File: src/rtl/rv32_fetch_pkg.sv
// Shared types and constants for the RV32I instruction-fetch front end.
package rv32_fetch_pkg;

   typedef enum logic [1:0] {
      IDLE = 2'd0,
      REQ  = 2'd1,
      WAIT = 2'd2
   } fetch_state_t;

   // addi x0,x0,0
   localparam logic [31:0] NOP_INSTR_DEFAULT = 32'h0000_0013;

endpackage

File: src/rtl/rv32_fetch_watchdog.sv
// 8-bit response watchdog: counts WAIT cycles, flags the last permitted one.
module rv32_fetch_watchdog #(
   parameter int unsigned TIMEOUT_CYCLES = 255
) (
   input  logic clk,
   input  logic rst_n,
   input  logic clr_i,
   input  logic en_i,
   output logic expired_o
);

   localparam logic [7:0] LIMIT = 8'(TIMEOUT_CYCLES - 1);

   logic [7:0] cnt_q, cnt_d;

   // Clear has priority so a fresh grant always starts the count from zero.
   always_comb begin
      cnt_d = cnt_q;
      if (clr_i)
         cnt_d = 8'd0;
      else if (en_i)
         cnt_d = cnt_q + 8'd1;
   end

   // Counter register.
   always_ff @(posedge clk or negedge rst_n) begin
      if (!rst_n)
         cnt_q <= 8'd0;
      else
         cnt_q <= cnt_d;
   end

   assign expired_o = (cnt_q == LIMIT);

endmodule

File: src/rtl/rv32_fetch_unit.sv
// Instruction-fetch front end: one-entry tagged buffer, bus FSM, NOP/stall muxing.
module rv32_fetch_unit #(
   parameter logic [31:0] RESET_PC       = 32'h0000_0000,
   parameter logic [31:0] NOP_INSTR      = rv32_fetch_pkg::NOP_INSTR_DEFAULT,
   parameter int unsigned TIMEOUT_CYCLES = 255
) (
   input  logic        clk,
   input  logic        rst_n,
   input  logic [31:0] pc_fetch,
   input  logic        flush,
   output logic [31:0] code_fetch,
   output logic        stall,
   output logic        fetch_fault,
   output logic        imem_req,
   output logic [31:0] imem_addr,
   input  logic        imem_gnt,
   input  logic        imem_rvalid,
   input  logic [31:0] imem_rdata,
   input  logic        imem_err
);

   import rv32_fetch_pkg::*;

   fetch_state_t state_q, state_d;
   logic        buf_valid_q, buf_valid_d;
   logic [29:0] buf_pc_q, buf_pc_d;
   logic [31:0] buf_instr_q, buf_instr_d;
   logic        drop_q, drop_d;
   logic [31:0] addr_q, addr_d;
   logic        fault_q, fault_d;
   logic        wd_clr, wd_expired;
   logic        hit, misaligned;

   assign misaligned = |pc_fetch[1:0];
   assign hit        = buf_valid_q && (buf_pc_q == pc_fetch[31:2]);

   // Misaligned PCs never stall: the core gets a NOP and a fault next cycle.
   assign stall       = !misaligned && !hit;
   assign code_fetch  = (hit && !misaligned) ? buf_instr_q : NOP_INSTR;
   assign imem_req    = (state_q == REQ);
   assign imem_addr   = addr_q;
   assign fetch_fault = fault_q;

   rv32_fetch_watchdog #(.TIMEOUT_CYCLES(TIMEOUT_CYCLES)) u_wdog (
      .clk       (clk),
      .rst_n     (rst_n),
      .clr_i     (wd_clr),
      .en_i      (state_q == WAIT),
      .expired_o (wd_expired)
   );

   // Fetch FSM and buffer update; flush overrides any buffer write this cycle.
   always_comb begin
      state_d     = state_q;
      buf_valid_d = buf_valid_q;
      buf_pc_d    = buf_pc_q;
      buf_instr_d = buf_instr_q;
      drop_d      = drop_q;
      addr_d      = addr_q;
      fault_d     = misaligned;
      wd_clr      = 1'b0;
      case (state_q)
         IDLE: begin
            if (!hit && !misaligned && !flush) begin
               state_d = REQ;
               addr_d  = {pc_fetch[31:2], 2'b00};
               drop_d  = 1'b0;
            end
         end
         REQ: begin
            // Address held stable until the bus accepts it.
            if (imem_gnt) begin
               state_d = WAIT;
               wd_clr  = 1'b1;
            end
         end
         WAIT: begin
            if (imem_rvalid) begin
               state_d = IDLE;
               if (!flush && !drop_q) begin
                  if (imem_err) begin
                     buf_valid_d = 1'b0;
                     fault_d     = 1'b1;
                  end else begin
                     buf_valid_d = 1'b1;
                     buf_pc_d    = addr_q[31:2];
                     buf_instr_d = imem_rdata;
                  end
               end
            end else if (wd_expired) begin
               // Give up; a late response must not be trusted.
               state_d = IDLE;
               fault_d = 1'b1;
               drop_d  = 1'b1;
            end
         end
         default: state_d = IDLE;
      endcase
      if (flush) begin
         buf_valid_d = 1'b0;
         if (state_q != IDLE)
            drop_d = 1'b1;
      end
   end

   // State registers.
   always_ff @(posedge clk or negedge rst_n) begin
      if (!rst_n) begin
         state_q     <= IDLE;
         buf_valid_q <= 1'b0;
         buf_pc_q    <= '0;
         buf_instr_q <= '0;
         drop_q      <= 1'b0;
         addr_q      <= RESET_PC;
         fault_q     <= 1'b0;
      end else begin
         state_q     <= state_d;
         buf_valid_q <= buf_valid_d;
         buf_pc_q    <= buf_pc_d;
         buf_instr_q <= buf_instr_d;
         drop_q      <= drop_d;
         addr_q      <= addr_d;
         fault_q     <= fault_d;
      end
   end

endmodule

File: config.mk
export PLATFORM = sky130hd
export DESIGN_NAME = rv32_fetch_unit
export DESIGN_NICKNAME = d
export VERILOG_FILES = /design/src/rtl/rv32_fetch_pkg.sv /design/src/rtl/rv32_fetch_watchdog.sv /design/src/rtl/rv32_fetch_unit.sv
export SDC_FILE = /design/constraint.sdc
export NUM_CORES = 1
export LEC_CHECK = 0
export CAP_MARGIN = 30
export CORE_ASPECT_RATIO = 0.5
export CORE_MARGIN = 1.5
export CORE_UTILIZATION = 49
export DETAILED_ROUTE_END_ITERATION = 16
export DONT_BUFFER_PORTS = 1
export HOLD_SLACK_MARGIN = 0.08
export SYNTH_ARGS = -nofsm -noshare
export SYNTH_HDL_FRONTEND = slang
export SYNTH_SLANG_ARGS = --single-unit
File: constraint.sdc
create_clock -name clk -period 3.8 [get_ports clk]
set_clock_uncertainty 0.2 [all_clocks]
set_input_delay 0.57 -clock clk [delete_from_list [all_inputs] [get_ports clk]]
set_output_delay 0.57 -clock clk [all_outputs]
set_load 0.005 [all_outputs]
Word level (Yosys, flattened, before mapping)

Cells that the tools add are included.

Bits in registers: 105
Bits of input ports: 70
Output and inout port bits: 67
Word-level logic and storage cells: 63

$add $sub $neg: 1
Eq/ne operators: 7
Multiplexer cells: 26
Bitwise gates (word level): 1
Reductions and logical operators: 20

Operator list:

| operator            | number |
|---|---|
| $mux 32             | 1 |
| $eq 30x30->1        | 1 |
| $mux 1              | 17 |
| $mux 8              | 2 |
| $reduce_bool 2->1   | 5 |
| $add 8x1->8 const B | 1 |
| $eq 8x8->1 const B  | 1 |
| $mux 2              | 4 |
| $pmux 2 s3          | 1 |
| $reduce_and 3->1    | 2 |
| $logic_and 1x1->1   | 5 |
| $logic_not 1->1     | 4 |
| $reduce_and 4->1    | 1 |
| $ne 3x3->1 const B  | 1 |
| $eq 2x1->1 const B  | 1 |
| $eq 2x2->1 const B  | 1 |
| $logic_not 2->1     | 1 |
| $ne 2x1->1 const B  | 1 |
| $ne 2x2->1 const B  | 1 |
| $pmux 1 s2          | 1 |
| $reduce_and 2->1    | 1 |
| $reduce_or 2->1     | 1 |
| $not 1->1           | 1 |

Depth between registers and ports, before layout

Gate-level depths: netlist of run 1.

Depth in word-level cells: 9
Depth in mapped cells: 6
Depth with buffers taken out: 6

Cells and area by module

A second synthesis of run 1 with hierarchy kept.

Cells, all modules: 342
Area, all modules: 4962.3 um^2

By module, submodules not included:

| module              | instances | cells an instance | area each (um^2) | seq. area each (um^2) |
|---|---|---|---|---|
| rv32_fetch_unit     | 1         | 301               | 4551.9           | 2427.3 |
| rv32_fetch_watchdog | 1         | 41                | 410.4            | 200.2 |

Worst setup path before layout of run 1

No wires, ideal clock.

Kind: input to output
From: input port pc_fetch[22]
To: output port code_fetch[11]
Arrival time: 1.972 ns
Slack: 1.058 ns
Stages on the path: 6
Path buffers: 1
Cells stage by stage: xnor2_1 > nand3_1 > or4_4 > nor3_2 > clkbuf_1 > and2_1

Word-level cells in the longest chain between the ends: 4

Ends and longest elaborated chain:

| item              | RTL line              | source |
|---|---|---|
| start, declared   | rv32_fetch_unit.sv:9  | `input logic [31:0] pc_fetch,` |
| $eq 30x30->1      | rv32_fetch_unit.sv:35 | `assign hit = buf_valid_q && (buf_pc_q == pc_fetch[31:2]);` |
| $logic_and 1x1->1 | rv32_fetch_unit.sv:35 |  |
| $logic_and 1x1->1 | rv32_fetch_unit.sv:39 | `assign code_fetch = (hit && !misaligned) ? buf_instr_q : NOP_INSTR;` |
| $mux 32           | rv32_fetch_unit.sv:39 |  |
| end, declared     | rv32_fetch_unit.sv:11 | `output logic [31:0] code_fetch,` |

No other way between the ends.

Final worst setup path of run 1

From: register buf_pc_q[11]
To: output port code_fetch[22]

Word-level cells in the longest chain between the ends: 4

Ends and longest elaborated chain:

| item                   | RTL line               | source |
|---|---|---|
| start, declared        | rv32_fetch_unit.sv:26  | `logic [29:0] buf_pc_q, buf_pc_d;` |
| start signal, assigned | rv32_fetch_unit.sv:119 | `buf_pc_q <= buf_pc_d;` |
| $eq 30x30->1           | rv32_fetch_unit.sv:35  |  |
| $logic_and 1x1->1      | rv32_fetch_unit.sv:35  |  |
| $logic_and 1x1->1      | rv32_fetch_unit.sv:39  |  |
| $mux 32                | rv32_fetch_unit.sv:39  |  |

No other way between the ends.

==> impl_metrics.env, run 1 <==
export IMPL_status="completed"
export IMPL_rsz0062_at_grt="no"
export IMPL_dieArea_um2=10300
export IMPL_ctsRootBufferMaster="clkbuf_16"
export IMPL_synth_simple_area_share_pct=9.12
export IMPL_crit_family="simple AND/OR/NAND/NOR gates"
export IMPL_seq_power_share_pct=52.5
export IMPL_period_needed_ns=3.10
export IMPL_synth_area_top_cells="dfrtp_1, mux2_2, mux2_4, and2_1, xor2_1"
export IMPL_htreeDepth=3
export IMPL_slew_violations=0
export IMPL_routed_via_density=5.40
export IMPL_wl_per_cell_um=18.0
export IMPL_p_sw_share_pct=25.1
export IMPL_slowest_delay_ns=0.50
export IMPL_final_util_pct=55.3
export IMPL_setup_worst_path_end_class="primary output"
export IMPL_p_comb_share_pct=15.4
export IMPL_antenna_found_initial=0
export IMPL_drtIter0Drc=95
export IMPL_vias=2608
export IMPL_cts_tree="built"
export IMPL_drive_gt1_share_pct=30.7
export IMPL_cts_buffers=9
export IMPL_diodes=0
export IMPL_drc_errors=0
export IMPL_rows=25
export IMPL_fin_tns_setup_ns=0
export IMPL_grt_overflow=0
export IMPL_arrival_ns=2.33
export IMPL_synth_fa_ha_area_share_pct=0.529
export IMPL_ys_ff_latch=105
export IMPL_grt_total_usage_pct=17.7
export IMPL_p_leak_nw=2.41
export IMPL_dp_hpwl_um=6040
export IMPL_max_slew_worst_pin_slew_ns=0.665
export IMPL_cap_violations=0
export IMPL_slowest_stage="nor4_1"
export IMPL_clockBufferDepth=2
export IMPL_finalSetupViolations=0
export IMPL_ir_drop_mv=0.258
export IMPL_routed_wl_um=8700
export IMPL_synth_compound_area_share_pct=2.56
export IMPL_synth_top_family_by_area="multiplexers"
export IMPL_clockPowerShare_pct=32.1
export IMPL_synth_area_leader_cell="dfrtp_1"
export IMPL_worst_path_max_fanout=32
export IMPL_ys_seq_area_share_pct=55.5
export IMPL_syn_area_um2=4730
export IMPL_finalCritPeriodShare_pct=81.5
export IMPL_p_switching_mw=0.768
export IMPL_critPathLaunchType="flip-flop"
export IMPL_core_area_um2=9420
export IMPL_port_buffers=0
export IMPL_clk_pin_slew_ns=0.07
export IMPL_yosys_mux_area_fraction_pct=24.1
export IMPL_yosys_warnings=0
export IMPL_grt_pass1_wl_um=13900
export IMPL_area_growth_pct=9.99
export IMPL_crit_type="flip-flop to primary output"
export IMPL_slew_headroom_pct=55.7
export IMPL_cts_resized_gates=0
export IMPL_worst_ep_required_time_ns=3.03
export IMPL_die_x_um=142
export IMPL_hold_viol=0
export IMPL_grt_pass1_vias=2695
export IMPL_drtAntennaViolNets=0
export IMPL_die_y_um=72.5
export IMPL_clock_sinks=105
export IMPL_gp_congestion=0.787
export IMPL_powerDensity_nw_per_um2=589
export IMPL_fmax_mhz=323
export IMPL_nets=416
export IMPL_internal_power_mw=2.30
export IMPL_yosysTopAreaCellShare_pct=55.5
export IMPL_avgSynthCellArea_um2=13.9
export IMPL_insertion_delay_ns=0.33
export IMPL_hold_path_class="input pin to flip-flop"
export IMPL_crit_buf_inv=1
export IMPL_synth_distinct_cells=38
export IMPL_grt_max_degree=106
export IMPL_io_pins=137
export IMPL_firstDrtPassIters=4
export IMPL_path_cells="xor2_1 > nor4_1 > nand4_1 > nor3_2 > buf_4 > and2_1"
export IMPL_synth_xor_area_share_pct=5.74
export IMPL_start_util_pct=50.3
export IMPL_syn_inst=341
-- synthesized netlist by cell type (all sizes together) --
cell / number
a211o: 1
a211oi: 1
a21o: 1
a21oi: 3
a31oi: 1
a32o: 1
and2: 29
and2b: 1
and3: 1
and4: 1
buf: 11
clkbuf: 4
conb: 1
dfrtp: 105
ha: 2
inv: 4
mux2: 92
nand2: 4
nand2b: 4
nand3: 8
nand4: 7
nor2: 5
nor2b: 1
nor3: 4
nor4: 5
o21a: 1
o21ai: 9
o22ai: 1
or2: 1
or4: 1
xnor2: 14
xor2: 17
-- layer usage --
metal,up-vias,part of all wire (%),global-route usage [%]
met5,-,0,0
met4,0,0.80,6.07
met3,6,7.6,6.47
met2,93,46,27.6
met1,1323,46,23.2
li1,1186,-,-
-- power groups by stage --
stage                     clock (mW)  sequential (mW)  combinational, mW
after floorplan                    0             1.56              0.402
after global placement             0             1.61              0.435
after detailed placement           0             1.63              0.453
after CTS                       1.01             1.61              0.482
after global routing            1.06             1.65              0.525
final                          0.984             1.61              0.473
-- worst paths after layout --
kind	from	slack, ns	cells past startpoint	endpoint
worst max-delay path	buf_pc_q[11]	0.70	6	code_fetch[22]
max in group asynchronous	rst_n	2.37	2	buf_instr_q[13]
worst max register to register	buf_pc_q[11]	1.30	5	imem_addr[30]
worst min register to register	buf_instr_q[2]	0.28	1	buf_instr_q[2]
min in group asynchronous	rst_n	0.61	2	imem_addr[10]
worst min-delay path	imem_gnt	0.12	1	u_wdog.cnt_q[3]
-- logic make-up after synthesis --
family,Yosys count
other cells,1
xor+xnor,31
flops,105
fa+ha+maj,2
buf+inv,19
compound gates,19
simple gates,72
mux,92
-- what timing repair did --
action                    4_1_cts  5_1_grt
hold buffers                    2        1
hold endpoints to repair      105        1
buffers inserted                0        0
-- area by class of cell --
cell class / instances / area, um^2
Fill cell: 772 / 4210
Inverter: 4 / 15.0
Clock inverter: 5 / 80.1
Multi-Input combinational cell: 218 / 2000
Clock buffer: 10 / 239
Tap cell: 135 / 169
Sequential cell: 105 / 2630
Timing Repair Buffer: 6 / 70.1
-- through the flow --
stage	setup WS [ns]	total power, mW	hold slack (ns)	cell area [um^2]	std cells
floorplan	1.06	1.96	0.0744	4740	342
global placement	0.769	2.05	0.0767	4840	465
detailed placement	0.784	2.08	0.0760	4840	465
CTS	0.618	3.10	0.0889	5190	482
global route	0.481	3.23	0.104	5200	483
finish	0.704	3.06	0.122	5200	483
-- cells in the final DEF (no fill, tap or decap), drive strengths merged, types with 2 or more instances in the layout --
cell and instances:
ha 2, xnor2 14, clkbuf 10, clkinvlp 2, nor2 5, inv 4, nor3 4, xor2 17
nand2 4, dlygate4sd3 2, buf 4, and2 29, conb 2, nor4 5, nand4 7, bufinv 2
a21oi 3, nand2b 4, dfrtp 105, nand3 8, o21ai 9, mux2 92
-- flip-flops by register name, indices dropped and copies added (netlist names) --
register and flops:
buf_instr_q 32, imem_addr 30, buf_pc_q 30, buf_valid_q 1
u_wdog.cnt_q 8, fetch_fault 1, drop_q 1, state_q 2
Note: power is estimated with default switching activity, not from simulation.
==> inputs of run 2 (changes only) <==
--- a/config.mk
+++ b/config.mk
@@ -12,6 +12,7 @@
 export DETAILED_ROUTE_END_ITERATION = 16
 export DONT_BUFFER_PORTS = 1
 export HOLD_SLACK_MARGIN = 0.08
+export PLACE_DENSITY = 0.66
 export SYNTH_ARGS = -nofsm -noshare
 export SYNTH_HDL_FRONTEND = slang
 export SYNTH_SLANG_ARGS = --single-unit
==> constraint.sdc (replaced) <==
create_clock -name clk -period 2.5 [get_ports clk]
set_clock_uncertainty 0.2 [all_clocks]
set_input_delay 0.375 -clock clk [delete_from_list [all_inputs] [get_ports clk]]
set_output_delay 0.375 -clock clk [all_outputs]
set_load 0.005 [all_outputs]
==> run 2 against run 1 <==
Against the previous run:
- the flow now finishes with violations (hold timing, setup timing)
- sequential power rose by 52%
- sequential share of layout area fell by 7.3 points
- worst hold slack got worse by 0.60 ns
- design area rose by 17%
- global-route usage rose by 2.3 points
- via count rose by 14%
- wire length rose by 20%
- register-to-register slack got worse by 1.2 ns
- die area did not move
- setup slack got worse by 0.99 ns
- largest cell class unchanged
==> impl_metrics.env, run 2 (same netlist as run 1, synthesis figures left out) <==
export IMPL_grt_overflow=0
export IMPL_slew_violations=0
export IMPL_ir_drop_mv=0.508
export IMPL_hold_viol=105
export IMPL_routed_wl_um=10400
export IMPL_grt_total_usage_pct=20.1
export IMPL_grt_pass1_vias=3113
export IMPL_wl_per_cell_um=18.6
export IMPL_placed_cells=467
export IMPL_cts_tree="built"
export IMPL_largest_register="buf_instr_q"
export IMPL_start_util_pct=50.3
export IMPL_routed_via_density=5.31
export IMPL_clk_pin_slew_ns=0.07
export IMPL_clock_sinks=105
export IMPL_dieArea_um2=10300
export IMPL_dp_hpwl_um=6170
export IMPL_fin_area_um2=6090
export IMPL_dpl_instance_area_um2=4890
export IMPL_final_common_cell="dfrtp_1"
export IMPL_finalSetupViolations=33
export IMPL_path_cells="xnor2_2 > nand4_1 > or4_4 > nor3_4 > buf_12 > buf_16 > and2_4"
export IMPL_finalCritPeriodShare_pct=111
export IMPL_rr_startpoint="buf_pc_q[28]"
export IMPL_powerDensity_nw_per_um2=772
export IMPL_clockPowerShare_pct=30.5
export IMPL_fin_hold_ws_ns=-0.473
export IMPL_slowest_stage="or4_4"
export IMPL_period_needed_ns=2.79
export IMPL_slowest_delay_ns=0.53
export IMPL_rows=25
export IMPL_cts_hold_buf=67
export IMPL_clockBufferDepth=2
export IMPL_io_pins=137
export IMPL_fin_tns_setup_ns=-8.51
export IMPL_p_switching_mw=1.19
export IMPL_fillers=665
export IMPL_p_leak_nw=2.79
export IMPL_nets=491
export IMPL_area_growth_pct=28.7
export IMPL_seq_power_share_pct=52.1
export IMPL_grt_pass1_wl_um=15500
export IMPL_grt_max_degree=106
export IMPL_drc_errors=0
export IMPL_fmax_mhz=359
export IMPL_gp_congestion=0.780
export IMPL_insertion_delay_ns=0.34
export IMPL_cap_violations=0
export IMPL_drtAntennaViolNets=0
export IMPL_worst_path_max_fanout=16
export IMPL_internal_power_mw=3.51
export IMPL_vias=2970
export IMPL_crit_family="simple AND/OR/NAND/NOR gates"
export IMPL_p_comb_share_pct=17.3
export IMPL_status="finished, violations left"
export IMPL_stdcell_count=559
export IMPL_p_sw_share_pct=25.4
export IMPL_mostFrequentLayoutCells="dfrtp_1, dlygate4sd3_1, mux2_2"
export IMPL_rsz0062_at_grt="yes"
export IMPL_crit_type="flip-flop to primary output"
export IMPL_violations="hold timing, setup timing"
export IMPL_drive_gt1_share_pct=33.0
export IMPL_largest_reg_flops=32
export IMPL_antenna_found_initial=0
export IMPL_die_x_um=142
export IMPL_worst_ep_required_time_ns=1.92
export IMPL_worst_slack_ns=-0.286
export IMPL_final_util_pct=64.7
export IMPL_diodes=0
export IMPL_ctsRootBufferMaster="clkbuf_16"
export IMPL_critPathLaunchType="flip-flop"
export IMPL_setup_worst_path_end_class="primary output"
export IMPL_port_buffers=0
export IMPL_htreeDepth=3
export IMPL_firstDrtPassIters=4
export IMPL_drtIter0Drc=145
export IMPL_crit_buf_inv=2
export IMPL_place_ws_ns=-0.0470
export IMPL_arrival_ns=2.21
export IMPL_crit_start="buf_pc_q[28]"
export IMPL_cts_buffers=9
export IMPL_hold_path_class="input pin to async pin"
export IMPL_core_area_um2=9420
export IMPL_die_y_um=72.5
## run 2: cell count changes in the layout (fill, tap and decap cells not counted), sizes merged
cell	delta
o21a	+3
clkbuf	+2
bufinv	-1
clkinv	+1
clkinvlp	-1
buf	+7
dlygate4sd3	+65
## run 2: layer usage
layer,up-vias,wire [um],GRT usage (%)
met4,0,80,6.53
met1,1512,4420,22.4
li1,1353,-,-
met5,-,0,0
met3,8,555,6.86
met2,97,5340,36.6
## run 2: what timing repair did
item,in CTS,in global routing
setup buffers,4,1
setup endpoints to repair,32,63
hold endpoints to repair,173,105
gates cloned,1,3
pin swaps,4,1
resized for setup,12,18
## run 2: power by group through the flow
stage | combinational [mW] | clock (mW) | sequential, mW
2_1_floorplan | 0.612 | 0 | 2.37
3_3_place_gp | 0.661 | 0 | 2.44
3_5_place_dp | 0.703 | 0 | 2.48
4_1_cts | 0.805 | 1.47 | 2.45
5_1_grt | 0.894 | 1.56 | 2.51
6_report | 0.815 | 1.43 | 2.45
## run 2: layout make-up
class / instances / area [um^2] / share of cell area (%)
inverters: 4 / 15.0 / 0.247
multi-input cells: 221 / 2140 / 35.2
clock inverters: 4 / 51.3 / 0.842
repair buffers: 78 / 827 / 13.6
well taps: 135 / 169 / 2.77
clock buffers: 12 / 256 / 4.21
flip-flops and latches: 105 / 2630 / 43.1
## run 2: path summary, 6_finish.rpt
check | endpoint | slack, ns | depth (start not counted)
setup / recovery | code_fetch[29] | -0.29 | 7
setup reg to reg | imem_addr[4] | 0.06 | 7
max in group asynchronous | buf_pc_q[21] | 2.40 | 0
hold / removal | buf_instr_q[14] | -0.47 | 0
min in group clk | fetch_fault | 0.11 | 2
hold reg to reg | buf_instr_q[5] | 0.28 | 1
## run 2: stage by stage
step                hold WS (ns)  power, mW
detailed placement        -0.119       3.18
CTS                       -0.488       4.72
floorplan                 -0.121       2.99
global route              -0.498       4.96
finish                    -0.473       4.70
global placement          -0.119       3.11
==> inputs of run 3 (changes only) <==
--- a/config.mk
+++ b/config.mk
@@ -13,6 +13,7 @@
 export DONT_BUFFER_PORTS = 1
 export HOLD_SLACK_MARGIN = 0.08
 export PLACE_DENSITY = 0.66
+export RECOVER_POWER = 25
 export SYNTH_ARGS = -nofsm -noshare
 export SYNTH_HDL_FRONTEND = slang
 export SYNTH_SLANG_ARGS = --single-unit
==> results of run 3 <==
No change in the layout: final DEF, timing and power equal those of run 2.
